--- src/rtl/apd_dac_spi_drive_if.sv ---
// Request / SPI pin bundle between the temperature-compensation stage, the DAC
// driver and the APD high-voltage DAC.
interface apd_dac_spi_drive_if;
    logic        set_en;
    logic [15:0] da_count;
    logic        dac_cs_n;
    logic        dac_sclk;
    logic        dac_din;
    logic        busy;
    logic        done;
    logic [15:0] cur_code;

    modport master (
        output set_en,
        output da_count,
        input  dac_cs_n,
        input  dac_sclk,
        input  dac_din,
        input  busy,
        input  done,
        input  cur_code
    );

    modport slave (
        input  set_en,
        input  da_count,
        output dac_cs_n,
        output dac_sclk,
        output dac_din,
        output busy,
        output done,
        output cur_code
    );
endinterface

--- src/rtl/apd_dac_spi_drive.sv ---
// APD high-voltage DAC driver: coalesces requests and shifts 16-bit SPI frames MSB first.
// Optional slew limiting of the code field [11:2] is compiled in with `define DAC_RAMP_EN.
module apd_dac_spi_drive #(
    parameter int CLK_DIV  = 4,
    parameter int CS_GUARD = 8,
    parameter int MAX_STEP = 16
) (
    input  logic               i_clk,
    input  logic               i_rst,
    apd_dac_spi_drive_if.slave bus
);
    localparam int DIV_W = $clog2(CLK_DIV);
    localparam int GRD_W = $clog2(CS_GUARD + 1);
    localparam logic [DIV_W-1:0] DIV_LAST = DIV_W'(CLK_DIV - 1);
    localparam logic [GRD_W-1:0] GRD_LAST = GRD_W'(CS_GUARD - 1);

    typedef enum logic [1:0] {
        ST_IDLE  = 2'd0,
        ST_SHIFT = 2'd1,
        ST_GUARD = 2'd2
    } state_t;

    state_t           r_state;
    logic [DIV_W-1:0] r_div_cnt;
    logic [3:0]       r_bit_cnt;
    logic [GRD_W-1:0] r_guard_cnt;
    logic [15:0]      r_shift;
    logic [15:0]      r_frame_word;
    logic             r_pend_valid;
    logic [15:0]      r_pend_word;
    logic             r_cs_n;
    logic             r_sclk;
    logic             r_din;
    logic             r_busy;
    logic             r_done;
    logic [15:0]      r_cur_code;

    logic [15:0]      w_next_req;
    logic [15:0]      w_next_word;
    logic             w_ramp_chain;
    logic             w_guard_end;
    logic             w_load;

    // Out-of-range settings elaborate this marker block, making them easy to spot.
    if (CLK_DIV < 2 || CS_GUARD < 1 || MAX_STEP < 1) begin : g_illegal_cfg
        localparam int ILLEGAL_CFG = 1;
    end

`ifdef DAC_RAMP_EN
    function automatic logic [9:0] f_ramp_step(input logic [9:0] cur, input logic [9:0] tgt);
        logic [9:0] lim;
        logic [9:0] diff;
        logic [9:0] res;
        lim = (MAX_STEP > 1023) ? 10'd1023 : 10'(MAX_STEP);
        if (tgt >= cur) begin
            diff = tgt - cur;
            res  = cur + ((diff > lim) ? lim : diff);
        end else begin
            diff = cur - tgt;
            res  = cur - ((diff > lim) ? lim : diff);
        end
        return res;
    endfunction
`endif

    // Next frame word; a same-cycle request overrides the pending word.
    always_comb begin
        w_next_req   = bus.set_en ? bus.da_count : r_pend_word;
`ifdef DAC_RAMP_EN
        w_next_word  = {w_next_req[15:12],
                        f_ramp_step(r_cur_code[11:2], w_next_req[11:2]),
                        w_next_req[1:0]};
        w_ramp_chain = (w_next_req[11:2] != r_cur_code[11:2]);
`else
        w_next_word  = w_next_req;
        w_ramp_chain = 1'b0;
`endif
        w_guard_end  = (r_state == ST_GUARD) && (r_guard_cnt == GRD_LAST);
        w_load       = ((r_state == ST_IDLE) && (bus.set_en || r_pend_valid)) ||
                       (w_guard_end && w_ramp_chain);
    end

    // Frame sequencer, pending-request capture and all registered outputs.
    always_ff @(posedge i_clk or posedge i_rst) begin
        if (i_rst) begin
            r_state      <= ST_IDLE;
            r_div_cnt    <= {DIV_W{1'b0}};
            r_bit_cnt    <= 4'd0;
            r_guard_cnt  <= {GRD_W{1'b0}};
            r_shift      <= 16'h0000;
            r_frame_word <= 16'h0000;
            r_pend_valid <= 1'b0;
            r_pend_word  <= 16'h0000;
            r_cs_n       <= 1'b1;
            r_sclk       <= 1'b0;
            r_din        <= 1'b0;
            r_busy       <= 1'b0;
            r_done       <= 1'b0;
            r_cur_code   <= 16'h0000;
        end else begin
            r_done <= 1'b0;
            if (bus.set_en) begin
                r_pend_word <= bus.da_count;
            end
            if (w_load) begin
                r_pend_valid <= 1'b0;
            end else if (bus.set_en) begin
                r_pend_valid <= 1'b1;
            end

            if (w_load) begin
                r_state      <= ST_SHIFT;
                r_shift      <= w_next_word;
                r_frame_word <= w_next_word;
                r_din        <= w_next_word[15];
                r_cs_n       <= 1'b0;
                r_sclk       <= 1'b0;
                r_busy       <= 1'b1;
                r_div_cnt    <= {DIV_W{1'b0}};
                r_bit_cnt    <= 4'd0;
            end else begin
                case (r_state)
                    ST_IDLE: begin
                        r_busy <= 1'b0;
                    end
                    ST_SHIFT: begin
                        if (r_div_cnt == DIV_LAST) begin
                            r_div_cnt <= {DIV_W{1'b0}};
                            if (!r_sclk) begin
                                r_sclk <= 1'b1;
                            end else if (r_bit_cnt == 4'd15) begin
                                r_sclk      <= 1'b0;
                                r_cs_n      <= 1'b1;
                                r_din       <= 1'b0;
                                r_done      <= 1'b1;
                                r_cur_code  <= r_frame_word;
                                r_guard_cnt <= {GRD_W{1'b0}};
                                r_state     <= ST_GUARD;
                            end else begin
                                // Data moves on the falling edge so it is settled a full half-period before sampling.
                                r_sclk    <= 1'b0;
                                r_bit_cnt <= r_bit_cnt + 4'd1;
                                r_shift   <= {r_shift[14:0], 1'b0};
                                r_din     <= r_shift[14];
                            end
                        end else begin
                            r_div_cnt <= r_div_cnt + DIV_W'(1);
                        end
                    end
                    ST_GUARD: begin
                        if (w_guard_end) begin
                            r_state <= ST_IDLE;
                            r_busy  <= 1'b0;
                        end else begin
                            r_guard_cnt <= r_guard_cnt + GRD_W'(1);
                        end
                    end
                    default: begin
                        r_state <= ST_IDLE;
                        r_cs_n  <= 1'b1;
                        r_sclk  <= 1'b0;
                        r_din   <= 1'b0;
                        r_busy  <= 1'b0;
                    end
                endcase
            end
        end
    end

    assign bus.dac_cs_n = r_cs_n;
    assign bus.dac_sclk = r_sclk;
    assign bus.dac_din  = r_din;
    assign bus.busy     = r_busy;
    assign bus.done     = r_done;
    assign bus.cur_code = r_cur_code;
endmodule

--- src/flat_wrapper.sv ---
// flat-port wrapper written by rule: the top's interface ports become plain ports
module apd_dac_spi_drive_flat 
#(
    parameter int CLK_DIV  = 4,
    parameter int CS_GUARD = 8,
    parameter int MAX_STEP = 16
)
  (i_clk, i_rst, bus_set_en, bus_da_count, bus_dac_cs_n, bus_dac_sclk, bus_dac_din, bus_busy, bus_done, bus_cur_code);
  apd_dac_spi_drive_if bus_i ();
  input  logic i_clk;
  input  logic i_rst;
  input wire logic [$bits(bus_i.set_en)-1:0] bus_set_en;
  input wire logic [$bits(bus_i.da_count)-1:0] bus_da_count;
  output wire logic [$bits(bus_i.dac_cs_n)-1:0] bus_dac_cs_n;
  output wire logic [$bits(bus_i.dac_sclk)-1:0] bus_dac_sclk;
  output wire logic [$bits(bus_i.dac_din)-1:0] bus_dac_din;
  output wire logic [$bits(bus_i.busy)-1:0] bus_busy;
  output wire logic [$bits(bus_i.done)-1:0] bus_done;
  output wire logic [$bits(bus_i.cur_code)-1:0] bus_cur_code;
  assign bus_i.set_en = bus_set_en;
  assign bus_i.da_count = bus_da_count;
  assign bus_dac_cs_n = bus_i.dac_cs_n;
  assign bus_dac_sclk = bus_i.dac_sclk;
  assign bus_dac_din = bus_i.dac_din;
  assign bus_busy = bus_i.busy;
  assign bus_done = bus_i.done;
  assign bus_cur_code = bus_i.cur_code;
  apd_dac_spi_drive #(.CLK_DIV(CLK_DIV), .CS_GUARD(CS_GUARD), .MAX_STEP(MAX_STEP)) u_core (.i_clk(i_clk), .i_rst(i_rst), .bus(bus_i));
endmodule
--- config.mk ---
export PLATFORM = sky130hd
export DESIGN_NAME = apd_dac_spi_drive_flat
export DESIGN_NICKNAME = d
export VERILOG_FILES = /design/src/rtl/apd_dac_spi_drive_if.sv /design/src/rtl/apd_dac_spi_drive.sv /design/src/flat_wrapper.sv
export SDC_FILE = /design/constraint.sdc
export NUM_CORES = 1
export LEC_CHECK = 0
export CORE_MARGIN = 2
export CORE_UTILIZATION = 40
export CTS_CLUSTER_SIZE = 8
export DETAILED_ROUTE_END_ITERATION = 10
export GPL_TIMING_DRIVEN = 0
export HOLD_SLACK_MARGIN = 0.02
export PLACE_DENSITY_LB_ADDON = 0.05
export SETUP_SLACK_MARGIN = 0.3
export SLEW_MARGIN = 20
export SYNTH_ARGS = -nofsm -noshare
export SYNTH_HDL_FRONTEND = slang
export SYNTH_SLANG_ARGS = --single-unit
--- constraint.sdc ---
create_clock -name i_clk -period 5.64 [get_ports i_clk]
set_input_delay 0.846 -clock i_clk [delete_from_list [all_inputs] [get_ports i_clk]]
set_output_delay 0.846 -clock i_clk [all_outputs]
set_load 0.005 [all_outputs]
---- Word-level counts from Yosys, hierarchy flattened ----
Cells that the tools add are included.
word-level totals
  flip-flop bits (word level) ............. 81
  word-level logic and storage cells ...... 102
  input bits .............................. 19
cells by class
  muxes and demuxes ....................... 49
  equality and inequality tests ........... 17
  add/subtract/negate cells ............... 3
  reduce and logical (&&, ||, !) cells .... 18
  bitwise gates (word level) .............. 1
operators by type and width
  operator                                                                 count
  15-bit two-way mux                                                       5
  4-bit two-way mux                                                        9
  1-bit two-way mux                                                        20
  16-bit two-way mux                                                       1
  2-bit two-way mux                                                        8
  2-bit by 1-bit inequality test with 1-bit output, second input constant  7
  3-bit by 1-bit inequality test with 1-bit output, second input constant  4
  5-bit AND reduction                                                      2
  2-bit nonzero test                                                       5
  4-bit by 1-bit adder with 4-bit output, second input constant            2
  1-bit one-hot mux with 2 select lines                                    4
  4-bit one-hot mux with 2 select lines                                    1
  4-bit AND reduction                                                      2
  2-bit one-hot mux with 3 select lines                                    1
  6-bit AND reduction                                                      1
  2-bit == test, second input constant                                     2
  4-bit by 3-bit == test with 1-bit output, second input constant          1
  4-bit == test, second input constant                                     1
  2-bit AND reduction                                                      2
  3-bit AND reduction                                                      1
  2-bit by 1-bit adder with 2-bit output, second input constant            1
  2-bit by 1-bit == test with 1-bit output, second input constant          1
  1-bit logical AND                                                        2
  2-bit zero test                                                          1
  other kinds (4)                                                          4

---- Longest topological paths before layout ----
  word-level depth ........................ 6
  depth in mapped cells ................... 6
  depth with buffers taken out ............ 4

---- Least setup slack after synthesis ----
No wires, ideal clock.
  path kind ............................... input -> register
  start point ............................. input bus_set_en
  end point ............................... register u_core.r_frame_word[10]
  stages .................................. 5
  slack ................................... 3678 ps
  path buffers ............................ 2
  library setup time ...................... 126 ps
  data arrival time ....................... 1836 ps
  cells stage by stage .................... buf_2 buf_2 mux2_2 nor3_1 nor2_1
RTL lines
  what                       RTL line                  RTL
  start: declaration         flat_wrapper.sv:12        input wire logic [$bits(bus_i.set_en)-1:0] bus_set_en;
  16-bit two-way mux         n/a
  net u_core.w_next_req[10]  apd_dac_spi_drive.sv:38   logic [15:0] w_next_req;
  end signal: assignment     apd_dac_spi_drive.sv:114  r_frame_word <= w_next_word;
  end: declaration           apd_dac_spi_drive.sv:28   logic [15:0] r_frame_word;
The timed path passes the listed nets, and every way through them passes these cells.
A chain may end at the register's enable or synchronous reset.

---- Worst setup path in the final report ----
  start point ............................. register u_core.r_sclk (netlist: u_core.bus.dac_sclk)
  end point ............................... output bus_dac_sclk
RTL lines
  what                      RTL line                  RTL
  start: declaration        apd_dac_spi_drive.sv:32   logic r_sclk;
  start signal: assignment  apd_dac_spi_drive.sv:95   r_sclk <= 1'b0;
  start signal: assignment  apd_dac_spi_drive.sv:117  r_sclk <= 1'b0;
  start signal: assignment  apd_dac_spi_drive.sv:130  r_sclk <= 1'b1;
  end: declaration          flat_wrapper.sv:15        output wire logic [$bits(bus_i.dac_sclk)-1:0] bus_dac_sclk;
No word-level cell between the ends.

==> flow_results.org <==
** Worst hold path
- Min-Delay Endpoint :: u_core.r_frame_word[0]
- In this run the most critical hold path is launched from u_core.r_frame_word[0].
- Worst hold-check path type :: reg2reg
- Hold-critical path depth :: 1

** Timing
- For the pin with the worst max-slew slack, the measured transition is about 0.57 ns.
- Clock Skew :: about 0.0097 ns
- Setup repair after global routing missed its margin :: no
- On the final layout, the worst hold slack is around 0.49 ns.
- Upper clock frequency limit :: between 0.4 and 0.5 GHz
- Period utilization :: 0.394
- In the final timing run, aggregate negative setup slack is 0 ns.
- Number of failing hold endpoints at the final stage :: 0
- The count of final max-slew check failures came to 0.
- Relative slew slack :: 0.619
- Endpoints failing setup :: 0
- For the finished layout, the period the worst path requires is 2.22 ns.

** Cells and area
- Antenna diode count :: 0
- In the final layout, the share of cells above drive strength 1 is 0.220.
- Final #Nets :: around 360
- From synthesis to final layout, the design area changed by 22.3%.

** Synthesis
- When the netlist entered floorplanning its net count stood at approximately 310.
- Count of flip-flops with a built-in enable after synthesis :: 0
- In this run, synthesis produced a sequential element count of 81.
- Share of synthesized area occupied by flip-flops and latches :: 0.586
- Combined area of all synthesized cells :: ~3500 sq um
- Ys async rst share :: 1.00
- Synthesis produced about 290 cells.
- Fraction of synthesized cell area taken by the top area cell type :: 0.579
- Largest cells by area after synthesis :: sky130_fd_sc_hd__dfrtp_1 (58%), sky130_fd_sc_hd__mux2_2 (10%), sky130_fd_sc_hd__a21oi_1 (3.0%)
- Commonest register cell after synthesis :: sky130_fd_sc_hd__dfrtp_1
- Post-Synthesis Mean Instance Area :: approximately 12 sq um
- Cell type with the largest total area after synthesis :: sky130_fd_sc_hd__dfrtp_1
- During synthesis, Yosys emitted a total of 0 warnings.
- Synthesis instantiated 45 different standard cells from the library.

** Place
- Number of input and output port buffers inserted :: 38
- Detailed placement ended at an HPWL of around 5.0 mm.
- Final GP Congestion :: roughly 0.85

** Critical path
- In this run the worst path has a maximum fanout of 7.
- Critical Path RT :: roughly 4.8 ns
- R2R Path End :: u_core.bus.cur_code[4]
- Buffer and inverter count on the worst path :: 1
- The cell family contributing the most delay on the critical path is buffers and inverters.
- In this design, the stage delay of the slowest critical-path cell is between 0.5 and 0.6 ns.
- CP cell instances :: clkdlybuf4s50_1
- The worst register-to-register path has a depth of 6.
- Kind of end point of the critical path :: primary output
- The setup path with the least slack is of type reg2out.
- Worst Setup Start Kind :: register
- The setup check on the worst reg-to-reg path leaves a slack of ~3.8 ns.
- Data arrives at the worst endpoint at around 1.4 ns.
- Worst path slowest cell :: sky130_fd_sc_hd__clkdlybuf4s50_1
- The worst register-to-register path begins at u_core.r_div_cnt[0].

** Pwr
- For this design the ratio of total power to cell area is between 400 and 500 nW/um^2.
- Worst IR drop on VDD :: roughly 0.00022 V
- Combinational fraction of design power :: 0.256
- Portion of total power attributed to the clock network :: 0.277
- Switching share of total power :: 0.288
- Sequential cell fraction of total power :: 0.466
- In this run the power spent charging and discharging nets is roughly 520 uW.
- Total leakage power :: approximately 0.0019 uW
- The internal power of the cells totals about 1300 uW.

** Clock tree
- The tree is rooted in a sky130_fd_sc_hd__clkbuf_8.
- For the worst-skew pair, the clock arrives at the later sink with an insertion delay of about 0.34 ns.
- Maximum root-to-sink buffer count :: 2
- Worst-path clk slew :: 0.08 ns
- Number of buffers inserted to repair setup after CTS :: 0
- The H-tree generated during clock tree synthesis spans 3 levels.
- TritonCTS built the clock tree.
- Number of CTS-inserted buffers :: 9
- PostCTS Resize Cnt :: 0
- After clock tree synthesis, the flow added hold-fix buffers numbering 0.
- Clock tree synthesis found a total of 81 sinks.

** Global routing
- Total routing resource utilization after global routing :: 0.168
- For this run, global-route usage on met3 was measured as 0.0484.
- Largest net degree at the start of global routing :: 50
- Global route total overflow :: 0
- The global routing stage identified its most utilized layer as met2.
- For this run, global-route usage on met1 was measured as 0.237.
- Antenna violations before repair :: 0
- Vias in the first global route :: about 2400
- The first global-routing pass estimated 12.6 mm of wire.
- Met2 routing resource usage after global routing :: 0.257

** Die
- Pin placement for this block handled 40 I/O pins.
- The die is 97.0 microns wide.
- Area of the core region :: about 8300 sq um
- Die height :: between 90 and 100 microns
- Number of rows in the core area :: 33
- The initial utilization of the core area, before any placement, comes to 0.417.
- Total die area :: 9410 sq um

** Drt
- Drt total wl :: between 7 and 8 mm
- Summing over every cut layer, the via total after detailed routing is around 2400.
- Dividing the detail-routed via count by the number of cells gives 5.40.
- Detailed-router iteration count before antenna repair :: 4
- In the routed design, unresolved DRC markers number 0.
- In this run, the number of DRC markers left after iteration 0 of detailed routing was 141.
- Dividing the detail-routed wire length by the instance count gives approximately 16 microns.
- Number of routed nets with antenna violations :: 0

** Flow run
- Max-cap violations in this run came to 0.

** Status
- Result of the run :: completed
[flip-flops by register name, summed over array words and instances (netlist names), 2 cells and up]
| signal | cells |
|---|---|
| u_core.r_state | 2 |
| u_core.r_bit_cnt | 4 |
| u_core.bus.cur_code | 16 |
| u_core.r_div_cnt | 2 |
| u_core.r_frame_word | 16 |
| u_core.r_shift | 15 |
| u_core.r_guard_cnt | 4 |
| u_core.r_pend_word | 16 |
[final cells by class]
| type | count | area (sq um) |
|---|---|---|
| flip-flops and latches | 81 | 2030 |
| inverters | 5 | 21.3 |
| well taps | 105 | 131 |
| clock buffers | 9 | 124 |
| repair buffers | 39 | 408 |
| multi-input cells | 186 | 1280 |
| fillers | 766 | 4070 |
| clock inverters | 5 | 104 |
| plain buffers | 20 | 130 |
[power by group through the flow]
stage | logic, uW | registers (uW) | clock network, uW
final | 460 | 837 | 498
after global routing | 512 | 861 | 536
after floorplan | 296 | 830 | 0
after CTS | 464 | 838 | 514
after global placement | 449 | 847 | 0
after detailed placement | 460 | 848 | 0
[worst register-to-register path: stages (launching register included)]
cell and delay, ns:
sky130_fd_sc_hd__dfrtp_1 0.38, sky130_fd_sc_hd__ha_1 0.29, sky130_fd_sc_hd__nand4b_1 0.15, sky130_fd_sc_hd__buf_4 0.21, sky130_fd_sc_hd__nor2_8 0.17, sky130_fd_sc_hd__buf_6 0.19
sky130_fd_sc_hd__mux2_2 0.35
[synth_stat cells (all sizes together) (3+ instances only)]
cell type / n
nor3: 18
o21ai: 19
ha: 3
buf: 15
inv: 5
nand2: 5
mux2: 32
a31oi: 16
or2: 3
nor2: 21
clkbuf: 5
nand3: 17
dfrtp: 80
nand2b: 3
a21oi: 21
and3: 4
[cell families after synthesis]
group / after synthesis / synth area share
muxes: 33 / 0.107
and+or+nand+nor: 80 / 0.130
DFF: 81 / 0.586
xor gates and xnor gates: 1 / 0.00253
adders and majority gates: 3 / 0.0109
buffers and inverters: 25 / 0.0431
AOI/OAI and AO/OA: 69 / 0.120
[how the worst max path moves through the flow]
stage,start,end,depth (start not counted)
2_1_floorplan,i_rst,u_core.bus.busy,1
3_3_place_gp,i_rst,u_core.bus.cur_code[11],2
3_5_place_dp,bus_set_en,u_core.r_frame_word[11],5
4_1_cts,u_core.bus.dac_cs_n,bus_dac_cs_n,1
5_1_grt,u_core.bus.dac_sclk,bus_dac_sclk,1
6_report,u_core.bus.dac_sclk,bus_dac_sclk,1
[stage by stage]
step | setup slack (ns) | area [sq um] | cells | utilization | total power, uW
CTS | 3.40 | 4230 | 450 | 0.509 | 1820
detailed placement | 3.32 | 4000 | 436 | 0.482 | 1310
floorplan | 2.72 | 3460 | 292 | - | 1130
finish | 3.42 | 4230 | 450 | 0.509 | 1790
global route | 3.32 | 4230 | 450 | 0.509 | 1910
global placement | 1.29 | 3970 | 435 | 0.478 | 1300
[routing by layer]
metal | up-vias | part of all wire | wire length (microns)
met5 | - | 0 | 0
met2 | 58 | 0.46 | 3400
met3 | 6 | 0.055 | 410
met4 | 0 | 0.0092 | 68
met1 | 1204 | 0.48 | 3540
li1 | 1161 | - | -
[layout by cell type (no fill, tap or decap), types with 3 or more instances in the layout]
cell                              instances
sky130_fd_sc_hd__dfrtp_1                 80
sky130_fd_sc_hd__clkdlybuf4s50_1         38
sky130_fd_sc_hd__mux2_2                  32
sky130_fd_sc_hd__a21oi_1                 21
sky130_fd_sc_hd__nor2_1                  18
sky130_fd_sc_hd__o21ai_0                 18
sky130_fd_sc_hd__nor3_1                  16
sky130_fd_sc_hd__nand3_1                 16
sky130_fd_sc_hd__a31oi_1                 16
sky130_fd_sc_hd__clkbuf_8                 9
sky130_fd_sc_hd__buf_2                    8
sky130_fd_sc_hd__buf_6                    5
sky130_fd_sc_hd__clkbuf_1                 5
sky130_fd_sc_hd__and3_1                   4
sky130_fd_sc_hd__inv_1                    4
sky130_fd_sc_hd__nand2_1                  4
sky130_fd_sc_hd__nand2b_1                 3
sky130_fd_sc_hd__ha_1                     3
sky130_fd_sc_hd__bufinv_16                3
Power figures use the tool's default switching activity.
